[src/rtl/router_out_arbiter.sv]
// router_out_arbiter: round-robin scheduler forwarding whole packets from per-input
// show-ahead FIFOs onto one valid/ready output port.
module router_out_arbiter #(
  parameter int NUM_PORTS  = 4,
  parameter int DATA_WIDTH = 8,
  parameter int LEN_WIDTH  = 6
) (
  input  logic                            clk,
  input  logic                            rst,
  input  logic [NUM_PORTS-1:0]            fifo_empty,
  input  logic [NUM_PORTS*DATA_WIDTH-1:0] fifo_data,
  output logic [NUM_PORTS-1:0]            fifo_pop,
  output logic [DATA_WIDTH-1:0]           out_data,
  output logic                            out_valid,
  input  logic                            out_ready,
  output logic                            out_sop,
  output logic                            out_eop,
  output logic [NUM_PORTS-1:0]            grant,
  output logic                            busy,
  output logic [15:0]                     pkt_cnt
);
  localparam int IW = (NUM_PORTS > 1) ? $clog2(NUM_PORTS) : 1;
  typedef enum logic [1:0] {IDLE, HDR, PAYLOAD} state_t;
  state_t                state_q, state_d;
  logic [NUM_PORTS-1:0]  grant_q, grant_d;
  logic [IW-1:0]         last_q, last_d, pick;
  logic [LEN_WIDTH-1:0]  rem_q, rem_d;
  logic [15:0]           pkt_cnt_q, pkt_cnt_d;
  logic [DATA_WIDTH-1:0] words [NUM_PORTS];
  logic [DATA_WIDTH-1:0] head;
  logic [IW:0]           sum;
  logic                  found, xfer;
  for (genvar i = 0; i < NUM_PORTS; i++) begin : g_words
    assign words[i] = fifo_data[i*DATA_WIDTH +: DATA_WIDTH];
  end
  assign head    = words[last_q];
  assign grant   = grant_q;
  assign pkt_cnt = pkt_cnt_q;
  // Search starts just past the last winner, so the port that just finished ranks last.
  always_comb begin
    pick  = last_q;
    found = 1'b0;
    sum   = '0;
    for (int k = 1; k <= NUM_PORTS; k++) begin
      sum = {1'b0, last_q} + (IW+1)'(k);
      sum = (sum >= (IW+1)'(NUM_PORTS)) ? sum - (IW+1)'(NUM_PORTS) : sum;
      if (!found && !fifo_empty[sum[IW-1:0]]) begin
        pick  = sum[IW-1:0];
        found = 1'b1;
      end
    end
  end
  always_ff @(posedge clk or posedge rst) begin
    if (rst) begin
      state_q   <= IDLE;
      grant_q   <= '0;
      last_q    <= IW'(NUM_PORTS - 1);
      rem_q     <= '0;
      pkt_cnt_q <= '0;
    end else begin
      state_q   <= state_d;
      grant_q   <= grant_d;
      last_q    <= last_d;
      rem_q     <= rem_d;
      pkt_cnt_q <= pkt_cnt_d;
    end
  end
  always_comb begin
    state_d   = state_q;
    grant_d   = grant_q;
    last_d    = last_q;
    rem_d     = rem_q;
    pkt_cnt_d = pkt_cnt_q;
    unique case (state_q)
      IDLE: if (found) begin
        state_d = HDR;
        grant_d = NUM_PORTS'(1) << pick;
        last_d  = pick;
      end
      HDR: if (xfer) begin
        state_d = PAYLOAD;
        rem_d   = head[LEN_WIDTH-1:0];
      end
      PAYLOAD: if (xfer) rem_d = rem_q - LEN_WIDTH'(1);
      default: state_d = IDLE;
    endcase
    if (xfer && out_eop) begin
      state_d   = IDLE;
      grant_d   = '0;
      pkt_cnt_d = pkt_cnt_q + 16'd1;
    end
  end
  always_comb begin
    busy      = state_q != IDLE;
    out_valid = busy & ~fifo_empty[last_q];
    out_data  = |grant_q ? head : '0;
    out_sop   = state_q == HDR;
    out_eop   = (state_q == HDR)     ? head[LEN_WIDTH-1:0] == '0 :
                (state_q == PAYLOAD) ? rem_q == LEN_WIDTH'(1) : 1'b0;
    xfer      = out_valid & out_ready;
    fifo_pop  = xfer ? grant_q : '0;
  end
endmodule

[config.mk]
export PLATFORM = sky130hd
export DESIGN_NAME = router_out_arbiter
export DESIGN_NICKNAME = d
export VERILOG_FILES = /design/src/rtl/router_out_arbiter.sv
export SDC_FILE = /design/constraint.sdc
export NUM_CORES = 1
export LEC_CHECK = 0
export BUFFER_PORTS_ARGS = -buffer_cell sky130_fd_sc_hd__buf_2
export CAP_MARGIN = 20
export CELL_PAD_IN_SITES_DETAIL_PLACEMENT = 0
export CELL_PAD_IN_SITES_GLOBAL_PLACEMENT = 1
export CORE_ASPECT_RATIO = 0.8
export CORE_MARGIN = 4
export CORE_UTILIZATION = 39
export DETAILED_ROUTE_END_ITERATION = 12
export PLACE_DENSITY_LB_ADDON = 0.3
export SYNTH_ARGS = -nofsm -noshare
export SYNTH_HDL_FRONTEND = slang
export SYNTH_SLANG_ARGS = --single-unit
[constraint.sdc]
create_clock -name clk -period 6.2 [get_ports clk]
set_input_delay 1.24 -clock clk [delete_from_list [all_inputs] [get_ports clk]]
set_output_delay 1.24 -clock clk [all_outputs]
set_load 0.05 [all_outputs]
Yosys cells after proc, flatten, opt, wreduce, memory -nomap -nowiden --
Index checks and enable logic that the tools add are counted.
Storage, ports and cells: output and inout bits 36, input port bits 39, register bits after elaboration 30, word-level logic and storage cells 97
Operators by class: $lt $le $gt $ge 10, bitwise operators 4, reductions and logical operators 20, equality and inequality tests 8, shifts and indexed selects 1, add/subtract/negate cells 10, muxes and demuxes 39
Operator list (count):
- $mux 8 | 3
- $mux 2 | 11
- $add 16x1->16 const B | 1
- $bmux 8 s2 | 1
- $mux 4 | 4
- $ge 3x3->1 const B | 5
- $lt 2x3->1 const B | 5
- $mux 6 | 2
- $pmux 6 s2 | 1
- $mux 1 | 11
- $bmux 1 s2 | 5
- $reduce_bool 2->1 | 4
- $sub 2x1->2 const B | 4
- $add 2x2->3 const B | 2
- $eq 6x1->1 const B | 1
- $logic_not 6->1 | 1
- $pmux 2 s3 | 1
- $reduce_and 3->1 | 2
- $sub 6x1->6 const B | 1
- $logic_not 1->1 | 5
- $logic_and 1x1->1 | 4
- $ne 2x2->1 const B | 2
- $reduce_and 2->1 | 2
- $reduce_or 4->1 | 1
- other kinds (12) | 13

Logic depth before layout (Yosys ltp) --
Gate-level depths: netlist (run 1).
word-level depth 18, mapped depth 8, gate-level depth less buffers 7

Worst setup path after synthesis (run 1) --
Ideal clock, no wire load.
kind input to output, from in fifo_empty[3], to out fifo_pop[0], path buffers 1, required time 4.960 ns, setup slack 2.136 ns, arrival 2.824 ns, stages 4, cell sequence mux4_2 nor3b_1 clkbuf_1 and2_1
On the way: cells in the longest elaborated chain, start to end 6
RTL lines:
- start: declaration | RTL line 10 | input logic [NUM_PORTS-1:0] fifo_empty,
- $bmux 1 s2 | RTL line 95 | out_valid = busy & ~fifo_empty[last_q];
- $mux 1 (not written as such) | RTL line 95
- $not 1->1 | RTL line 95
- $and 1x1->1 | RTL line 95
- $and 1x1->1 | RTL line 100 | xfer = out_valid & out_ready;
- $mux 4 | RTL line 101 | fifo_pop = xfer ? grant_q : '0;
- end: declaration | RTL line 12 | output logic [NUM_PORTS-1:0] fifo_pop,
No other way between the ends. The select of a mux whose other input is x is not followed.

Worst setup path in the final report (run 1) --
from in fifo_data[27], to out out_eop
On the way: cells in the longest elaborated chain, start to end 5
RTL lines:
- start: declaration | RTL line 11 | input logic [NUM_PORTS*DATA_WIDTH-1:0] fifo_data,
- $bmux 8 s2 | RTL line 36 | assign head = words[last_q];
- $mux 8 (not written as such) (2 in series) | RTL line 36
- $logic_not 6->1 | RTL line 98 | out_eop = (state_q == HDR) ? head[LEN_WIDTH-1:0] == '0 :
- $mux 1 | RTL line 98
- end: declaration | RTL line 17 | output logic out_eop,
No other way between the ends. The select of a mux whose other input is x is not followed.

==> results.json, run 1 <==
{
  "rsz0062_at_grt": "false",
  "synth_area_um2": 2050,
  "fin_setup_tns_ns": 0,
  "antenna_left": 0,
  "synth_area_leaders": "dfrtp_1, mux4_2, xnor2_1, ha_1, nand3_1",
  "crit_chain": "buf_2 -> mux4_2 -> or4_4 -> o21ai_4 -> buf_2",
  "synthArstFlopShare_pct": 100,
  "synth_edf_count": 0,
  "r2r_cells": 5,
  "clkTransAtPathRegs_ns": 0.07,
  "final-hold-violation-count": 0,
  "post_cts_buffers": 0,
  "ys_seq_area_share_pct": 36.8,
  "globalRouteOverflowTotal": 0,
  "path_class": "input pin to output port",
  "max_clock_freq_mhz": 229,
  "ys_warn_count": 0,
  "core_um2": 5040,
  "finalCritPeriodShare_pct": 70.4,
  "whs_path_depth": 1,
  "slew_headroom_pct": 50.1,
  "drv_slew": 0,
  "status": "finished, final reports clean",
  "synth.avg_cell_area_um2": 9.57,
  "grt.met3_usage_pct": 4.29,
  "yosys.area.top_type": "dfrtp_1",
  "critPathRequiredTime_ns": 4.96,
  "worst_pin_slew_ns": 0.741,
  "synth_top_cell_area_share_pct": 34.2,
  "drc": 0,
  "initial_core_util_pct": 40.6,
  "hold_buffers": 0,
  "vias": 1850,
  "antenna_found_initial": 0,
  "final_cells": 350,
  "ys_ff_latch": 30,
  "gr-usage-met1_pct": 26.6,
  "postCtsResizedCells": 0,
  "drt_wl_total_um": 5150,
  "htree_num_levels": 2,
  "dieWidth_um": 89,
  "cap_viol_max_count": 0,
  "fin_skew_ns": 0.00807,
  "ir_drop_v": 0.000277,
  "powerDensity_nw_per_um2": 489,
  "synth.most_common_cell": "dfrtp_1",
  "synthTopCellsByCount": "dfrtp_1, nand3_1, nand2_1",
  "finalSetupViolCount": 0,
  "drt-vias-per-instance": 5.29,
  "critPathArrivalTime_ns": 3.12,
  "hold_class": "flop to flop",
  "rows": 23,
  "die_area_um2": 6480,
  "syn_nets": 261,
  "synth_ff_type": "dfrtp_1",
  "ctsLongestPathBuffers": 2,
  "period_minus_slack_ns": 4.36,
  "cts_buffers": 5,
  "drtIter0Drc": 107,
  "fin_nets": 334,
  "port_buffers": 74,
  "met2_usage_pct": 26.2,
  "first_pass_iters": 5,
  "fill_cells": 468,
  "grt-busiest-layer": "met1",
  "grt_max_degree": 31,
  "io_pins": 75,
  "track_usage_pct": 17.7,
  "area.growth.synth_to_final_pct": 25.4,
  "clk_latency_ns": 0.28,
  "ys_types": 38,
  "p_leak_uw": 0.00125,
  "detail_route.wl_per_cell_um": 14.7,
  "cts_tree": "built",
  "start_kind": "input pin",
  "grt_pass1_vias": 1816,
  "drive_above_1_share_pct": 35.1,
  "n_antenna_cell": 0,
  "cts_root_buffer": "clkbuf_8",
  "syn_inst": 214,
  "slowest_delay_ns": 0.54,
  "gp_congestion": 0.844,
  "clock_sinks": 30,
  "post-place-cells": 342,
  "critical_path_peak_fanout": 17,
  "dp_hpwl_um": 3970,
  "crit_path_top_delay_cell": "or4_4",
  "end_kind": "output port",
  "crit_path_frequent_cell": "buf_2",
  "grt_pass1_wl_um": 9080,
  "dieHeight_um": 72.8
}
## metal layers
layer	part of all wire, %	up-vias
met4	0.41	0
li1	-	908
met1	49	894
met3	4.4	2
met2	46	46
met5	0	-
## sequential cells by signal, summed over array words and instances (netlist names)
name / count
rem_q: 6
pkt_cnt: 16
state_q: 2
last_q: 2
grant: 4
## path summary, 6_finish.rpt
check	startpoint	to	slack, ns
max in group asynchronous	rst	last_q[1]	4.85
min reg2reg	pkt_cnt[15]	pkt_cnt[15]	0.47
min in group asynchronous	rst	pkt_cnt[8]	1.02
min	pkt_cnt[15]	pkt_cnt[15]	0.47
max reg2reg	last_q[0]	pkt_cnt[1]	3.05
max	fifo_data[27]	out_eop	1.84
## critical path: cells and delay by family
family | cells | cell delay, ns
and+or+nand+nor | 1 | 0.54
buffers and inverters | 2 | 0.45
AOI/OAI and AO/OA | 1 | 0.40
muxes | 1 | 0.49
## power by group
part,total (uW),switching (uW),internal (uW)
clock network,193,74.9,118
registers,326,75.2,251
logic,737,484,253
## cell families (layout without fill, tap and decap cells)
family	after synthesis	count (layout)	synth area share [%]
compound gates	34	34	10.6
xor+xnor	15	15	6.42
fa+ha+maj	8	8	4.89
buf+inv	24	98	5.68
flops	30	30	36.8
mux	12	12	11.4
simple gates	91	91	24.1
## per-stage QoR
| stage | setup slack, ns | total power [uW] | cell area, um^2 | hold WS (ns) | utilization [%] |
|---|---|---|---|---|---|
| after floorplan | 2.14 | 904 | 2050 | 0.471 | - |
| after detailed placement | 1.83 | 1070 | 2460 | 0.465 | 48.8 |
| after global placement | 1.83 | 1060 | 2460 | 0.463 | 48.8 |
| after global routing | 1.75 | 1360 | 2570 | 0.507 | 51.0 |
| after CTS | 1.82 | 1270 | 2570 | 0.474 | 51.0 |
| final | 1.84 | 1260 | 2570 | 0.475 | 51.0 |
## cells in the final DEF (no fill, tap or decap), types with 8 or more instances in the layout
cell type   n
a21oi_1    11
and3_1      8
buf_2      74
dfrtp_1    28
ha_1        8
inv_1      12
mux4_2      9
nand2_1    15
nand3_1    16
nor2_1     12
nor2b_1     9
o21ai_0    10
xnor2_1    14
## area by class of cell
class	count	area [um^2]	share of cell area, %
Clock inverter	3	40.0	1.56
Multi-Input combinational cell	160	1180	46.1
Sequential cell	30	753	29.3
Clock buffer	5	68.8	2.68
Timing Repair Buffer	78	400	15.6
Tap cell	62	77.6	3.02
Inverter	12	45.0	1.75
Note: power is estimated with default switching activity, not from simulation.
==> run 2, diff against run 1 <==
--- a/config.mk
+++ b/config.mk
@@ -11,7 +11,7 @@
 export CELL_PAD_IN_SITES_GLOBAL_PLACEMENT = 1
 export CORE_ASPECT_RATIO = 0.8
 export CORE_MARGIN = 4
-export CORE_UTILIZATION = 39
+export CORE_UTILIZATION = 33
 export DETAILED_ROUTE_END_ITERATION = 12
 export PLACE_DENSITY_LB_ADDON = 0.3
 export SYNTH_ARGS = -nofsm -noshare
==> constraint.sdc (replaced) <==
create_clock -name clk -period 3.7 [get_ports clk]
set_input_delay 0.74 -clock clk [delete_from_list [all_inputs] [get_ports clk]]
set_output_delay 0.74 -clock clk [all_outputs]
set_load 0.05 [all_outputs]
==> run 2 against run 1 <==
  * Core utilization down 7.9 points
  * Combinational power up 68%
  * Via count down 1.1%
  * Critical endpoint unchanged
==> results.json, run 2 (synthesis gave the netlist of run 1 again) <==
{
  "drt-vias-per-instance": 4.94,
  "powerDensity_nw_per_um2": 791,
  "fin_ws_ns": 0.320,
  "finalCritPeriodShare_pct": 91.4,
  "finalSetupViolCount": 0,
  "cap_viol_max_count": 0,
  "antenna_found_initial": 0,
  "drive_above_1_share_pct": 34.9,
  "drc": 0,
  "dieHeight_um": 78.4,
  "drt_wl_total_um": 5280,
  "dp_slack_ns": 0.577,
  "dp_hpwl_um": 4090,
  "post_cts_buffers": 0,
  "grt_pass1_wl_um": 8980,
  "p_leak_uw": 0.00124,
  "gr-usage-met1_pct": 21.7,
  "clock_sinks": 30,
  "gp_congestion": 0.758,
  "max_clock_freq_mhz": 296,
  "rows": 25,
  "detail_route.wl_per_cell_um": 14.3,
  "final_common_cell": "buf_2",
  "initial_core_util_pct": 34.3,
  "grt_max_degree": 20,
  "core_um2": 5970,
  "met2_usage_pct": 22.5,
  "htree_num_levels": 2,
  "final_util_pct": 43.1,
  "cts_root_buffer": "clkbuf_8",
  "track_usage_pct": 15.0,
  "first_pass_iters": 4,
  "ctsLongestPathBuffers": 2,
  "path_class": "flop to output port",
  "start_kind": "flop",
  "fin_skew_ns": 0.00399,
  "final_cell_mix": "buf_2, dfrtp_1, nand3_1",
  "hold_ws_ns": 0.461,
  "grt-busiest-layer": "met2",
  "grt_pass1_vias": 1787,
  "end_kind": "output port",
  "globalRouteOverflowTotal": 0,
  "fin_setup_tns_ns": 0,
  "hold_buffers": 0,
  "io_pins": 75,
  "rsz0062_at_grt": "false",
  "critical_path_peak_fanout": 14,
  "cts_tree": "built",
  "worst_pin_slew_ns": 0.570,
  "period_minus_slack_ns": 3.38,
  "vias": 1829,
  "drtIter0Drc": 63,
  "clk_latency_ns": 0.27,
  "clkTransAtPathRegs_ns": 0.06,
  "grt.met3_usage_pct": 3.54,
  "area.growth.synth_to_final_pct": 25.7,
  "final-hold-violation-count": 0,
  "antenna_left": 0,
  "hold_class": "flop to flop",
  "fin_nets": 335,
  "drv_slew": 0,
  "port_buffers": 74,
  "status": "finished, final reports clean",
  "cts_buffers": 5,
  "largest_reg_flops": 16,
  "ir_drop_v": 0.000355,
  "critPathArrivalTime_ns": 2.64,
  "critPathRequiredTime_ns": 2.96,
  "dieWidth_um": 96.1,
  "die_area_um2": 7540,
  "postCtsResizedCells": 0,
  "slew_headroom_pct": 62.0,
  "n_antenna_cell": 0
}
==> run 2: cell count changes in the layout (fill, tap and decap cells not counted), sizes merged <==
cell	delta
buf	+1
bufinv	-1
clkbuf	+1
==> run 2: worst max-delay path: stages, from the launching register on <==
cell and delay [ns]:
dfstp_2 0.76, mux4_2 0.58, or4_4 0.54, o21ai_4 0.20, buf_2 0.29
==> run 2: metal layers <==
metal | vias to the layer above | share of wire [%]
met2 | 27 | 46
met4 | 0 | 0.55
met5 | - | 0
met1 | 890 | 50
li1 | 910 | -
met3 | 2 | 3.4
==> run 2: cell type report <==
cell class	instances	area (um^2)
inverter	12	45.0
fill	601	3400
clock buffer	6	72.6
multi-input combinational	160	1180
clock inverter	2	10.0
timing repair buffer	79	408
sequential	30	753
tap	81	101
==> run 2: worst paths after layout <==
check / startpoint / end / slack [ns] / depth (start not counted)
max: last_q[0] / out_eop / 0.32 / 4
min: pkt_cnt[15] / pkt_cnt[15] / 0.46 / 1
max reg2reg: last_q[0] / pkt_cnt[1] / 0.75 / 5
min reg2reg: pkt_cnt[15] / pkt_cnt[15] / 0.46 / 1
max in group asynchronous: rst / last_q[0] / 2.48 / 3
min in group asynchronous: rst / pkt_cnt[4] / 0.51 / 2
==> run 2: power by group <==
group	leakage, uW	switching [uW]	internal, uW
clock network	0.0000450	122	130
logic	0.000806	815	425
registers	0.000392	123	420
total	0.00124	1060	975
==> run 2: stage by stage <==
stage / cell area (um^2) / cells / total power [uW]
floorplan: 2050 / 214 / 1510
global placement: 2490 / 362 / 1800
detailed placement: 2490 / 362 / 1790
CTS: 2570 / 370 / 2050
global route: 2570 / 370 / 2200
finish: 2570 / 370 / 2030
